### config.mk
export PLATFORM = sky130hd
export DESIGN_NAME = note_div_arbiter_flat
export DESIGN_NICKNAME = d
export VERILOG_FILES = /design/src/rtl/note_div_arbiter_if.sv /design/src/rtl/note_div_arbiter.sv /design/src/flat_wrapper.sv
export SDC_FILE = /design/constraint.sdc
export NUM_CORES = 1
export LEC_CHECK = 0
export CAP_MARGIN = 20
export CELL_PAD_IN_SITES_DETAIL_PLACEMENT = 2
export CELL_PAD_IN_SITES_GLOBAL_PLACEMENT = 2
export CORE_UTILIZATION = 19
export DETAILED_ROUTE_END_ITERATION = 10
export PLACE_DENSITY = 0.77
export SLEW_MARGIN = 20
export SYNTH_ARGS = -nofsm -noshare
export SYNTH_HDL_FRONTEND = slang
export SYNTH_SLANG_ARGS = --single-unit
export TNS_END_PERCENT = 30
### constraint.sdc
create_clock -name clk -period 1.65 [get_ports clk]
set_input_delay 0.2475 -clock clk [delete_from_list [all_inputs] [get_ports clk]]
set_output_delay 0.2475 -clock clk [all_outputs]
set_load 0.02 [all_outputs]
### src/rtl/note_div_arbiter_if.sv
// note_div_arbiter_if: requester-side and result-side handshake bundle of the note divider arbiter
interface note_div_arbiter_if #(
    parameter int NUM_REQ = 4,
    parameter int IDW = ($clog2(NUM_REQ) > 1) ? $clog2(NUM_REQ) : 1
);
    logic [NUM_REQ-1:0]   req_valid;
    logic [6*NUM_REQ-1:0] req_note;
    logic [NUM_REQ-1:0]   req_ready;
    logic                 out_valid;
    logic                 out_ready;
    logic [IDW-1:0]       out_id;
    logic [2:0]           out_octave;
    logic [3:0]           out_semitone;
    logic                 out_error;

    modport slave (
        input  req_valid, req_note, out_ready,
        output req_ready, out_valid, out_id, out_octave, out_semitone, out_error
    );

    modport master (
        output req_valid, req_note, out_ready,
        input  req_ready, out_valid, out_id, out_octave, out_semitone, out_error
    );
endinterface

### src/rtl/note_div_arbiter.sv
// note_div_arbiter: round-robin sharing of one combinational divide-by-12 among note requesters
module note_div_arbiter #(
    parameter int NUM_REQ  = 4,
    parameter int NOTE_MAX = 19
) (
    input  logic                     clk,
    input  logic                     rst_n,
    note_div_arbiter_if.slave        bus,
    output logic [5:0]               div_numer,
    input  logic [2:0]               div_quotient,
    input  logic [3:0]               div_remain,
    output logic                     busy
);
    localparam int IDW = ($clog2(NUM_REQ) > 1) ? $clog2(NUM_REQ) : 1;

    typedef enum logic [1:0] {IDLE, DIVIDE, OUTPUT} state_t;

    state_t         state, state_n;
    logic [IDW-1:0] ptr, id_q, win;
    logic [5:0]     note_q;
    logic [2:0]     octave_q;
    logic [3:0]     semitone_q;
    logic           error_q, found;

    // scan downward so the lowest offset from ptr is the last (winning) assignment
    always_comb begin
        found = 1'b0;
        win   = '0;
        for (int k = NUM_REQ - 1; k >= 0; k--) begin
            if (bus.req_valid[(int'(ptr) + k) % NUM_REQ]) begin
                found = 1'b1;
                win   = IDW'((int'(ptr) + k) % NUM_REQ);
            end
        end
    end

    always_comb begin
        state_n = state;
        case (state)
            IDLE:    state_n = found ? DIVIDE : IDLE;
            DIVIDE:  state_n = OUTPUT;
            OUTPUT:  state_n = bus.out_ready ? IDLE : OUTPUT;
            default: state_n = IDLE;
        endcase
    end

    always_ff @(posedge clk or negedge rst_n) begin
        if (!rst_n) begin
            state      <= IDLE;
            ptr        <= '0;
            id_q       <= '0;
            note_q     <= '0;
            octave_q   <= '0;
            semitone_q <= '0;
            error_q    <= 1'b0;
        end else begin
            state <= state_n;
            if (state == IDLE && found) begin
                note_q <= bus.req_note[int'(win)*6 +: 6];
                id_q   <= win;
            end
            if (state == DIVIDE) begin
                octave_q   <= (note_q > 6'(NOTE_MAX)) ? 3'd0 : div_quotient;
                semitone_q <= (note_q > 6'(NOTE_MAX)) ? 4'd0 : div_remain;
                error_q    <= note_q > 6'(NOTE_MAX);
            end
            if (state == OUTPUT && bus.out_ready)
                ptr <= (id_q == IDW'(NUM_REQ - 1)) ? '0 : id_q + 1'b1;
        end
    end

    // grant is gated by rst_n so it also drops immediately on reset assertion
    assign bus.req_ready    = (rst_n && state == IDLE && found) ? NUM_REQ'(1) << win : '0;
    assign bus.out_valid    = state == OUTPUT;
    assign bus.out_id       = id_q;
    assign bus.out_octave   = octave_q;
    assign bus.out_semitone = semitone_q;
    assign bus.out_error    = error_q;
    assign div_numer        = note_q;
    assign busy             = state != IDLE;
endmodule

### src/flat_wrapper.sv
// flat-port wrapper written by rule: the top's interface ports become plain ports
module note_div_arbiter_flat 
#(
    parameter int NUM_REQ  = 4,
    parameter int NOTE_MAX = 19
)
  (clk, rst_n, div_numer, div_quotient, div_remain, busy, bus_req_valid, bus_req_note, bus_out_ready, bus_req_ready, bus_out_valid, bus_out_id, bus_out_octave, bus_out_semitone, bus_out_error);
  note_div_arbiter_if #(.NUM_REQ(NUM_REQ)) bus_i ();
  input  logic clk;
  input  logic rst_n;
  output logic [5:0] div_numer;
  input  logic [2:0] div_quotient;
  input  logic [3:0] div_remain;
  output logic busy;
  input wire logic [$bits(bus_i.req_valid)-1:0] bus_req_valid;
  input wire logic [$bits(bus_i.req_note)-1:0] bus_req_note;
  input wire logic [$bits(bus_i.out_ready)-1:0] bus_out_ready;
  output wire logic [$bits(bus_i.req_ready)-1:0] bus_req_ready;
  output wire logic [$bits(bus_i.out_valid)-1:0] bus_out_valid;
  output wire logic [$bits(bus_i.out_id)-1:0] bus_out_id;
  output wire logic [$bits(bus_i.out_octave)-1:0] bus_out_octave;
  output wire logic [$bits(bus_i.out_semitone)-1:0] bus_out_semitone;
  output wire logic [$bits(bus_i.out_error)-1:0] bus_out_error;
  assign bus_i.req_valid = bus_req_valid;
  assign bus_i.req_note = bus_req_note;
  assign bus_i.out_ready = bus_out_ready;
  assign bus_req_ready = bus_i.req_ready;
  assign bus_out_valid = bus_i.out_valid;
  assign bus_out_id = bus_i.out_id;
  assign bus_out_octave = bus_i.out_octave;
  assign bus_out_semitone = bus_i.out_semitone;
  assign bus_out_error = bus_i.out_error;
  note_div_arbiter #(.NUM_REQ(NUM_REQ), .NOTE_MAX(NOTE_MAX)) u_core (.clk(clk), .rst_n(rst_n), .bus(bus_i), .div_numer(div_numer), .div_quotient(div_quotient), .div_remain(div_remain), .busy(busy));
endmodule
[Yosys cells after proc, flatten, opt, wreduce, memory -nomap -nowiden]
Index checks and enable logic that the tools add are counted.
Storage, ports and cells
  output and inout bits: 22
  flip-flop bits (word level): 20
  bits of input ports: 38
  bits in read-only memories: 0
  latch bits: 0
  RAM bits: 0
  memories kept: 0
Cells by class
  bitwise gates (word level): 3
  equality and inequality tests: 3
  shift-type cells: 2
  mux-type cells: 26
  multiply operators: 1
  div/mod/pow operators: 0
  reduce and logical (&&, ||, !) cells: 9
  $lt $le $gt $ge: 5
  add/subtract/negate cells: 4
Operators with widths (number)
  $shiftx A24 B32 Y6: 1
  $lt A3 B4 Y1 const B: 3
  $mux W1: 12
  $mux W2: 6
  $bmux W1 S2: 4
  $mux W4: 2
  $gt A6 B5 Y1 const B: 1
  $pmux W2 S3: 1
  $reduce_or A2 Y1: 3
  $add A2 B1 Y2 const B: 2
  $add A2 B2 Y2 const B: 2
  $eq A2 B2 Y1 const B: 2
  $logic_and A1 B1 Y1: 4
  $mul A2 B2 Y4 const B: 1
  $shl A1 B2 Y4 const A: 1
  $and A1 B1 Y1 const A: 3
  $lt A2 B3 Y1 const B: 1
  $mux W3: 1
  $eq A2 B1 Y1 const B: 1
  $logic_not A2 Y1: 1
  $reduce_bool A2 Y1: 1

[Logic depth before layout (Yosys ltp)]
Gate-level depths: netlist (run 1).
  depth after elaboration: 12
  mapped depth: 6
  depth with buffers taken out: 5

[Worst setup path before layout (run 1)]
No wires, ideal clock.
  kind: register to output
  start: register u_core.state[1]
  end: output bus_req_ready[3]
  cell stages (with the launch flop): 6
  required time: 1.402 ns
  path slack: -0.460 ns
  arrival: 1.862 ns
  path buffers: 1
  cells stage by stage: dfrtp_1 or2_1 or2_1 or2_2 buf_2 nor3_1
On the way
  cells in the longest elaborated chain, start to end: 4
Ends and longest elaborated chain
  start: declaration: RTL line note_div_arbiter.sv:18  | state_t state, state_n;
  start signal: assignment: RTL line note_div_arbiter.sv:57  | state <= state_n;
  $logic_not A2 Y1: RTL line note_div_arbiter.sv:73  | assign bus.req_ready = (rst_n && state == IDLE && found) ? NUM_REQ'(1) << win : '0;
  $logic_and A1 B1 Y1 (2 in a row): RTL line note_div_arbiter.sv:73
  $mux W4: RTL line note_div_arbiter.sv:73
  end: declaration: RTL line flat_wrapper.sv:18  | output wire logic [$bits(bus_i.req_ready)-1:0] bus_req_ready;
No other way between the ends.

[Final worst setup path (run 1)]
  start: register u_core.state[0]
  end: output bus_req_ready[3]
The elaborated chain is that of the path after synthesis.

==> results.sh, run 1 <==
export IMPL_rows=26
export IMPL_synth_area_leaders="dfrtp_1 49%, mux2i_1 12%, a22o_1 6.0%"
export IMPL_drt_pre_antenna_iters=3
export IMPL_synth_nets=134
export IMPL_reg2regPathDepth=7
export IMPL_multi_input_comb_area_um2=614
export IMPL_numClockSinks=20
export IMPL_netlist_area_um2=1030
export IMPL_numCtsBuffers=3
export IMPL_status="finished with violations"
export IMPL_r2r_start="u_core.ptr[1]$_DFFE_PN0P_"
export IMPL_place_ws_ps=-930
export IMPL_tns_ps=-1050
export IMPL_root_buffer="clkbuf_8"
export IMPL_synth_mux_area_fraction_pct=12.8
export IMPL_drtIter0Drc=25
export IMPL_synth_top_area_share_pct=48.6
export IMPL_fin_util_pct=39.7
export IMPL_crit_fanout=3
export IMPL_via_per_inst=4.31
export IMPL_leakage_nw=0.907
export IMPL_die_y_um=75.6
export IMPL_postRouteWirelength_um=4000
export IMPL_area_growth_pct=99.5
export IMPL_synthAdderAreaFrac_pct=1.22
export IMPL_n_fill_cell=545
export IMPL_final_seq_area_um2=502
export IMPL_crit_type="reg -> out"
export IMPL_post_synth_top_count_cell="dfrtp_1"
export IMPL_final_cell_area_um2=2050
export IMPL_synth_distinct_cells=27
export IMPL_grt_ovfl_total=0
export IMPL_cts_tree="yes"
export IMPL_cellPowerDensity_nw_per_um2=1700
export IMPL_synth_ff_type="dfrtp_1"
export IMPL_drc_errors=0
export IMPL_holdCritPathClass="in -> async"
export IMPL_skew_ps=2.26
export IMPL_required_ps=1400
export IMPL_yosys_area_share_simple_pct=13.6
export IMPL_synth_edf_count=0
export IMPL_grt_use_total_pct=14.5
export IMPL_clock_fmax_mhz=519
export IMPL_synth_xor_area_share_pct=0
export IMPL_clk_path_buf_depth=2
export IMPL_synth_top_family_by_area="compound AO/OA/AOI/OAI gates"
export IMPL_synth_compound_area_share_pct=18.8
export IMPL_postRouteAntennaNets=0
export IMPL_max_slew_worst_pin_slew_ps=513
export IMPL_grt_pass1_vias=1250
export IMPL_postSynth_asyncResetShare_pct=100
export IMPL_nNetsFinal=218
export IMPL_layout_worst_path_cycle_share_pct=117
export IMPL_clk_pin_slew_ps=70
export IMPL_rsz0062_at_grt="true"
export IMPL_worst_setup_path_end_kind="output pin"
export IMPL_initial_core_util_pct=19.9
export IMPL_io_buffers=59
export IMPL_peakVddDrop_mv=0.547
export IMPL_die_w_um=75.6
export IMPL_synth_top_area_cell="dfrtp_1"
export IMPL_layout_drive_gt1_share_pct=35.0
export IMPL_syn_inst=95
export IMPL_r2r_slack_ps=-70
export IMPL_gp_congestion=0.748
export IMPL_synth_seq_cells=20
export IMPL_worst_setup_path_start_kind="register"
export IMPL_ios=60
export IMPL_min_period_ps=1930
export IMPL_final_hold_viol_count=0
export IMPL_post_dp_cell_area_um2=1860
export IMPL_antenna_cells=0
export IMPL_r2r_end="u_core.div_numer[1]$_DFFE_PN0P_"
export IMPL_cap_violations=0
export IMPL_synth_seq_area_share_pct=48.6
export IMPL_violations="setup timing"
export IMPL_h_tree_depth=1
export IMPL_yosysWarnings=0
export IMPL_syn_avg_cell_area_um2=10.8
export IMPL_yosys_top_cells_count="20 x dfrtp_1, 13 x nand2_1, 12 x mux2i_1"
export IMPL_die_area_um2=5720
export IMPL_relSlewSlack_pct=65.6
export IMPL_arrival_ps=1680
export IMPL_wl_per_cell_um=16.2
export IMPL_vias=1065
export IMPL_drv_slew=0
export IMPL_antenna_found_initial=0
export IMPL_grt_pass1_wl_um=6110
export IMPL_layout_setup_ws_ps=-276
export IMPL_grt_max_degree=13
export IMPL_core_um2=5170
export IMPL_post_dp_hpwl_um=3220
export IMPL_finalSetupViolations=9
export IMPL_clkLatencyLatePin_ps=250
[cell families (layout without fill, tap and decap cells)]
kind of cell | count (synthesis) | count (layout)
simple gates | 28 | 28
fa+ha+maj | 1 | 1
flops | 20 | 20
compound gates | 23 | 23
mux | 13 | 13
buf+inv | 10 | 92
[routing by layer]
layer | vias up | global-route usage, % | wire, um
li1 | 512 | - | -
met1 | 527 | 17.0 | 1630
met2 | 24 | 28.7 | 2270
met3 | 2 | 0.397 | 80
met4 | 0 | 4.32 | 27
met5 | - | 0 | 0
[sequential cells by signal, indices dropped and copies added, names as in the netlist]
name and cells:
u_core.bus.out_octave 3, u_core.bus.out_semitone 4, u_core.ptr 2, u_core.bus.out_error 1, u_core.div_numer 6, u_core.state 2, u_core.bus.out_id 2
[metrics by stage]
stage          hold slack [ps]  std cells  power [mW]
2_1_floorplan            -48.1         95        1.91
3_3_place_gp               491        238        2.76
3_5_place_dp               498        238        2.85
4_1_cts                    405        243        3.34
5_1_grt                    440        247        3.72
6_report                   435        247        3.49
[power by group]
part / internal (mW) / switching (mW) / total [mW]
Combinational: 1.20 / 1.08 / 2.29
Clock: 0.162 / 0.154 / 0.316
Sequential: 0.713 / 0.175 / 0.888
[cell usage in the layout, fill, tap and decap left out, types with 2 or more instances in the layout]
cell,netlist,final
o21ai_0,2,2
inv_1,6,5
clkbuf_8,0,3
dlygate4sd2_1,0,4
dfrtp_1,20,19
buf_4,0,22
o221ai_2,0,5
a22o_1,7,7
clkdlybuf4s50_1,0,49
nor3_4,0,3
nand2b_1,2,2
mux2i_2,0,5
nand2_1,13,11
or2_4,0,3
mux2i_1,12,6
buf_6,0,5
[how the worst max path moves through the flow]
stage | startpoint | to | cells past startpoint
after floorplan | u_core.ptr[0]$_DFFE_PN0P_ | bus_req_ready[0] | 6
after global placement | bus_req_valid[0] | bus_req_ready[1] | 7
after detailed placement | bus_req_valid[0] | bus_req_ready[1] | 7
after CTS | u_core.state[0]$_DFF_PN0_ | bus_req_ready[3] | 5
after global routing | u_core.state[0]$_DFF_PN0_ | bus_req_ready[3] | 5
final | u_core.state[0]$_DFF_PN0_ | bus_req_ready[3] | 5
[worst max-delay path: stages (launching register included)]
cell and delay (ps):
dfrtp_1 380, or2_4 250, or2_4 250, or2_4 290
nor3_4 120, buf_6 140
[layout make-up]
class | count | share of cell area, %
repair buffers | 83 | 38.3
multi-input cells | 65 | 29.9
flip-flops and latches | 20 | 24.4
well taps | 70 | 4.26
clock buffers | 3 | 2.01
inverters | 6 | 1.10
[what timing repair did]
action                     4_1_cts  5_1_grt
setup endpoints to repair       14       10
pin swaps                        4        7
setup buffers                    2        4
hold buffers                     0        0
resized for setup               43       15
Note: power is estimated with default switching activity, not from simulation.
==> inputs of run 2 (changes only) <==
--- a/config.mk
+++ b/config.mk
@@ -10,6 +10,7 @@
 export CELL_PAD_IN_SITES_GLOBAL_PLACEMENT = 2
 export CORE_UTILIZATION = 19
 export DETAILED_ROUTE_END_ITERATION = 10
+export MAX_ROUTING_LAYER = met4
 export PLACE_DENSITY = 0.77
 export SLEW_MARGIN = 20
 export SYNTH_ARGS = -nofsm -noshare
==> results.sh, run 2 (same netlist as run 1, synthesis figures left out) <==
export IMPL_initial_core_util_pct=19.9
export IMPL_final_hold_viol_count=0
export IMPL_drc_errors=0
export IMPL_layout_setup_ws_ps=-276
export IMPL_peakVddDrop_mv=0.547
export IMPL_wl_per_cell_um=16.1
export IMPL_cpPeakStageDelay_ps=380
export IMPL_crit_type="reg -> out"
export IMPL_holdCritPathClass="in -> async"
export IMPL_p_total_mw=3.49
export IMPL_cp_top_family="simple AND/OR/NAND/NOR gates"
export IMPL_crit_fanout=3
export IMPL_postRouteAntennaNets=0
export IMPL_drv_slew=0
export IMPL_grt_max_degree=13
export IMPL_arrival_ps=1680
export IMPL_clk_pin_slew_ps=70
export IMPL_rows=26
export IMPL_skew_ps=2.32
export IMPL_n_fill_cell=545
export IMPL_worst_setup_path_end_kind="output pin"
export IMPL_drtIter0Drc=29
export IMPL_max_slew_worst_pin_slew_ps=513
export IMPL_cts_tree="yes"
export IMPL_min_period_ps=1930
export IMPL_cap_violations=0
export IMPL_numCtsBuffers=3
export IMPL_grt_use_total_pct=15.0
export IMPL_grt_ovfl_total=0
export IMPL_most_common_layout_cells="49 x clkdlybuf4s50_1, 22 x buf_4, 19 x dfrtp_1"
export IMPL_postRouteWirelength_um=3980
export IMPL_die_area_um2=5720
export IMPL_grt_pass1_wl_um=6110
export IMPL_numClockSinks=20
export IMPL_vias=1066
export IMPL_nNetsFinal=218
export IMPL_io_buffers=59
export IMPL_area_growth_pct=99.5
export IMPL_worst_setup_path_start_kind="register"
export IMPL_status="finished with violations"
export IMPL_h_tree_depth=1
export IMPL_via_per_inst=4.32
export IMPL_clkLatencyLatePin_ps=250
export IMPL_die_w_um=75.6
export IMPL_antenna_found_initial=0
export IMPL_layout_drive_gt1_share_pct=35.0
export IMPL_root_buffer="clkbuf_8"
export IMPL_fin_util_pct=39.7
export IMPL_clk_path_buf_depth=2
export IMPL_post_dp_hpwl_um=3220
export IMPL_violations="setup timing"
export IMPL_cellPowerDensity_nw_per_um2=1700
export IMPL_rsz0062_at_grt="true"
export IMPL_largest_reg_flops=6
export IMPL_crit_chain="or2_4 -> or2_4 -> or2_4 -> nor3_4 -> buf_6"
export IMPL_gp_congestion=0.758
export IMPL_layout_worst_path_cycle_share_pct=117
export IMPL_final_common_cell="clkdlybuf4s50_1"
export IMPL_finalSetupViolations=9
export IMPL_required_ps=1400
export IMPL_die_y_um=75.6
export IMPL_cpMaxStageDelayCell="dfrtp_1"
export IMPL_clock_fmax_mhz=519
export IMPL_relSlewSlack_pct=65.6
export IMPL_crit_top_cell="or2_4"
export IMPL_ios=60
export IMPL_core_um2=5170
export IMPL_cp_buffers_inverters=1
export IMPL_drt_pre_antenna_iters=3
export IMPL_grt_pass1_vias=1255
export IMPL_leakage_nw=0.907
export IMPL_antenna_cells=0
[run 2: through the flow]
step / hold WS, ps / cells / TNS (ps) / cell area, um^2 / worst slack [ps]
finish: 440 / 247 / -1040 / 2050 / -276
global route: 440 / 247 / -1640 / 2050 / -334
global placement: 491 / 238 / -6200 / 1860 / -847
detailed placement: 498 / 238 / -7330 / 1860 / -930
floorplan: -48.1 / 95 / -100 / 1080 / -35.7
CTS: 405 / 243 / -1200 / 1970 / -276
[run 2: per-layer routing]
layer	vias to the layer above	track usage (%)	wire length, um
li1	512	-	-
met1	528	17.0	1600
met2	24	28.7	2270
met3	2	0.397	80
met4	0	4.32	27
met5	-	-	0
[run 2: power breakdown]
part | internal [mW] | leakage [nW] | total, mW | switching (mW)
registers | 0.713 | 0.250 | 0.887 | 0.175
clock network | 0.162 | 0.0216 | 0.316 | 0.154
logic | 1.20 | 0.636 | 2.29 | 1.08
[run 2: path summary, 6_finish.rpt]
check,end,startpoint,cells after the start,slack (ps)
max,bus_req_ready[3],u_core.state[0]$_DFF_PN0_,5,-280
min,u_core.ptr[1]$_DFFE_PN0P_,rst_n,2,440
max reg2reg,u_core.div_numer[1]$_DFFE_PN0P_,u_core.ptr[1]$_DFFE_PN0P_,7,-60
min reg2reg,u_core.bus.out_octave[2]$_DFFE_PN0P_,u_core.bus.out_octave[2]$_DFFE_PN0P_,1,510
max in group asynchronous,u_core.bus.out_error$_DFFE_PN0P_,rst_n,2,1030
min in group clk,u_core.bus.out_octave[2]$_DFFE_PN0P_,u_core.bus.out_octave[2]$_DFFE_PN0P_,1,510
[run 2: timing repair]
item	CTS	global route
hold buffers	0	0
endpoints found under the setup margin	14	10
gates resized for setup	43	15
setup buffers	2	4
endpoints found under the hold margin	0	0
pin swaps	4	7
[run 2: cell type report]
class	instances	area [um^2]	share of cell area (%)
Tap cell	70	87.6	4.26
Timing Repair Buffer	83	787	38.3
Multi-Input combinational cell	65	614	29.9
Clock buffer	3	41.3	2.01
Inverter	6	22.5	1.10
Sequential cell	20	502	24.4
